--- config.mk ---
export PLATFORM = sky130hd
export DESIGN_NAME = lc_shreg_bank
export DESIGN_NICKNAME = d
export VERILOG_FILES = /design/src/rtl/lc_shreg_bank.sv
export SDC_FILE = /design/constraint.sdc
export NUM_CORES = 1
export LEC_CHECK = 0
export ABC_AREA = 0
export BUFFER_PORTS_ARGS = -buffer_cell sky130_fd_sc_hd__buf_2
export CAP_MARGIN = 10
export CORE_AREA = 2 2 48 50
export DETAILED_ROUTE_END_ITERATION = 8
export DIE_AREA = 0 0 50 52
export PLACE_DENSITY = 0.81
export SYNTH_ARGS = -nofsm -noshare
export SYNTH_HDL_FRONTEND = slang
export SYNTH_SLANG_ARGS = --single-unit
--- constraint.sdc ---
create_clock -name CLK -period 2.3 [get_ports CLK]
set_input_delay 0.345 -clock CLK [delete_from_list [all_inputs] [get_ports CLK]]
set_output_delay 0.345 -clock CLK [all_outputs]
set_load 0.02 [all_outputs]
--- src/rtl/lc_shreg_bank.sv ---
// Multi-mode register bank: a WIDTH-bit register that can load, shift, rotate and count.
// Synchronous reset, clear and preset take priority over the enabled MODE operation.
module lc_shreg_bank #(
    parameter int               WIDTH = 8,
    parameter logic [WIDTH-1:0] INIT  = {WIDTH{1'b0}}
) (
    input  logic             CLK,
    input  logic             RSTN,
    input  logic             EN,
    input  logic             CLR,
    input  logic             PRE,
    input  logic [2:0]       MODE,
    input  logic [WIDTH-1:0] D,
    input  logic             SI,
    output logic [WIDTH-1:0] Q,
    output logic             SO,
    output logic             TC
);

    localparam logic [WIDTH-1:0] ONE = WIDTH'(1);

    // Power-up value matches the single-bit cells, so Q is defined before the first reset edge.
    logic [WIDTH-1:0] r_q = INIT;
    logic [WIDTH-1:0] w_next;

    always_comb begin
        w_next = r_q;
        case (MODE)
            3'd1:    w_next = D;
            3'd2:    w_next = {r_q[WIDTH-2:0], SI};
            3'd3:    w_next = {SI, r_q[WIDTH-1:1]};
            3'd4:    w_next = {r_q[WIDTH-2:0], r_q[WIDTH-1]};
            3'd5:    w_next = {r_q[0], r_q[WIDTH-1:1]};
            3'd6:    w_next = r_q + ONE;
            3'd7:    w_next = r_q - ONE;
            default: w_next = r_q;
        endcase
    end

    always_ff @(posedge CLK) begin
        if (!RSTN) begin
            r_q <= INIT;
        end else if (CLR) begin
            r_q <= {WIDTH{1'b0}};
        end else if (PRE) begin
            r_q <= {WIDTH{1'b1}};
        end else if (EN) begin
            r_q <= w_next;
        end
    end

    // SO and TC ignore EN so a cascaded stage can use TC as its enable.
    always_comb begin
        SO = 1'b0;
        TC = 1'b0;
        case (MODE)
            3'd2, 3'd4: SO = r_q[WIDTH-1];
            3'd3, 3'd5: SO = r_q[0];
            3'd6:       TC = &r_q;
            3'd7:       TC = ~|r_q;
            default: begin
                SO = 1'b0;
                TC = 1'b0;
            end
        endcase
    end

    assign Q = r_q;

endmodule

==> flow_metrics.py <==
metrics = {
    "power": {
        "combinationalPowerShare": 0.393,
        "power_density_nw_per_um2": 398.7,
        "power.internal_w": 0.0002850,
        "clkPwrFrac": 0.248,
        "p_sw_w": 0.0001870,
        "power_frac_seq": 0.359,
        "leakage_nw": 0.5089,
        "irDropWorstVdd_uv": 265.6,
        "swShare": 0.3962,
    },
    "floorplanning": {
        "start_util": 0.4884,
        "ioPinCount": 27,
        "die_w_um": 50,
        "die_area_um2": 2600,
        "coreArea_um2": 2106,
        "row_count": 17,
        "dieHeight_um": 52,
    },
    "route": {
        "drt_iter0_markers": 39,
        "drc": 0,
        "wl_mm": 2.847,
        "post_drt_wl_per_cell_um": 14.98,
        "antenna_left": 0,
        "firstDrtPassIters": 4,
        "vias": 1146,
        "viasPerCell": 6.032,
    },
    "finish": {
        "largest_reg_flops": 8,
        "drive_gt1_frac": 0.2469,
        "fill_cells": 204,
        "nets": 185,
        "area_delta_synth_final_pct": 15.09,
        "final_common_cell": "buf_2",
        "final_cell_mix": "26 x buf_2, 15 x a21oi_1, 15 x o21ai_0",
        "num_antenna_cells": 0,
    },
    "synthesis": {
        "synth.avg_cell_area_um2": 7.294,
        "syn_area_um2": 1028,
        "yosys.area.top_type_share": 0.1557,
        "synth_top_family_by_area": "compound AO/OA/AOI/OAI gates",
        "synthesis.nets": 162,
        "synth.area.top_cells": "dfxtp_1 16%, mux2i_1 8.8%, a21oi_1 7.3%",
        "synth-edff-count": 0,
        "synth.distinct_cells": 41,
        "synth_mux_area_frac": 0.08759,
        "ys_async_sr_fraction": 0,
        "synth-compound-area-share": 0.3479,
        "ys_seq_area_frac": 0.1557,
        "synth-adder-area-share": 0.04866,
        "yosysWarningCount": 0,
        "synth-simple-area-share": 0.1934,
        "ys_ff_latch": 8,
        "synth-xor-area-share": 0.08394,
        "ys.flop_type": "dfxtp_1",
        "synthesis.instances": 141,
        "synth.largest_area_cell": "dfxtp_1",
    },
    "grt": {
        "antenna_found_initial": 0,
        "grt_pass1_vias": 1101,
        "grt_max_degree": 30,
        "grt_pass1_wl_mm": 4.954,
        "grt.overflow.total": 0,
        "grt_usage": 0.2479,
    },
    "worst_setup_path": {
        "cp.required_ps": 1960,
        "start_kind": "register",
        "path_max_fanout": 10,
        "crit_type": "reg2out",
        "reg2regPathDepth": 7,
        "endpoint_kind": "output pin",
        "arrival_ps": 1620,
    },
    "outcome": {
        "outcome": "completed",
    },
    "sta": {
        "finalSetupViolations": 0,
        "period_share": 0.8531,
        "max_freq_ghz": 0.5096,
        "setup_tns_ps": 0,
        "period_needed_ps": 1962,
        "drv_slew": 0,
        "worst_slack_ps": 337.8,
        "rsz0062_at_grt": "false",
        "skew_ps": 4.889,
        "finalHoldViolCount": 0,
        "slew_headroom": 0.6069,
        "tightest_slew_ps": 588.4,
    },
    "cts": {
        "clock-sinks": 8,
        "cts_resized": 0,
        "clk_latency_ps": 270,
        "cts_tree": "built",
        "htree_levels": 1,
        "cts_made_buffers": 3,
        "clockRootBuffer": "clkbuf_4",
        "clk_pin_slew_worst_paths_ps": 60,
        "cts_hold_buf": 0,
        "clockBufferDepth": 2,
        "postCtsSetupRepairBufs": 0,
    },
    "placement": {
        "numPortBuffers": 26,
        "place_ws_ps": 264.0,
        "dp_hpwl_mm": 2.004,
        "place_congestion": 0.9312,
    },
    "hold_path": {
        "hold_depth": 3,
        "worstHoldPathType": "in2reg",
    },
    "flow_run": {
        "maxCapViolCount": 0,
    },
}
power groups by stage:
stage | clock (W) | sequential (W) | combinational [W]
2_1_floorplan | 0 | 0.000171 | 0.000133
3_3_place_gp | 0 | 0.000171 | 0.000179
3_5_place_dp | 0 | 0.000172 | 0.000184
4_1_cts | 0.000120 | 0.000169 | 0.000185
5_1_grt | 0.000126 | 0.000171 | 0.000207
6_report | 0.000117 | 0.000170 | 0.000185
cells by family after synthesis:
family          Yosys count
compound gates           53
simple gates             41
buf+inv                  17
xor+xnor                  9
mux                       9
flops                     8
fa+ha+maj                 4
cell type report:
cell class,instances,area [µm²],area share
timing repair buffer,31,167.7,0.1416
inverter,4,15.01,0.01268
multi-input combinational,116,783.3,0.6617
sequential,8,160.2,0.1353
tap,28,35.03,0.02960
clock buffer,3,22.52,0.01903
worst paths after layout:
| path | from | to | slack [ps] |
|---|---|---|---|
| max | Q[0] | TC | 340 |
| min | D[0] | Q[0] | 390 |
| max reg2reg | Q[6] | Q[7] | 470 |
| min reg2reg | Q[2] | Q[2] | 570 |
worst max-delay path, cell delays in order, from the launching register on:
cell     delay [ps]
dfxtp_1         540
nand4_1         140
nor3b_1         200
nand4_1         130
a21oi_1         160
buf_2           180
cells in the mapped netlist, types with 2 or more instances:
master	n
o31ai_1	2
xnor2_1	7
nor2_1	14
nand2b_1	3
o21ai_0	15
nor3_1	2
a31oi_1	5
clkbuf_1	4
inv_1	3
nand3_1	2
nand2_1	12
dfxtp_1	8
buf_4	2
a211oi_1	3
nand4_1	2
ha_1	4
a21oi_1	15
mux2i_1	9
o211ai_1	2
buf_2	5
o21ai_1	2
through the flow:
stage	utilization	instances	power, W	hold WS, ps	cell area [µm²]
floorplan	-	141	0.0003040	550.4	1028
global placement	0.5514	187	0.0003503	570.8	1161
detailed placement	0.5514	187	0.0003555	566.8	1161
CTS	0.5621	190	0.0004739	381.1	1184
global route	0.5621	190	0.0005030	418.3	1184
finish	0.5621	190	0.0004720	387.1	1184
layer usage:
layer / global-route usage / up-vias / wire length (µm)
li1: - / 565 / -
met1: 0.3199 / 523 / 1204
met2: 0.3706 / 44 / 1333
met3: 0.04885 / 14 / 189
met4: 0.1667 / 0 / 120
met5: 0 / - / 0
Power figures use the tool's default switching activity.
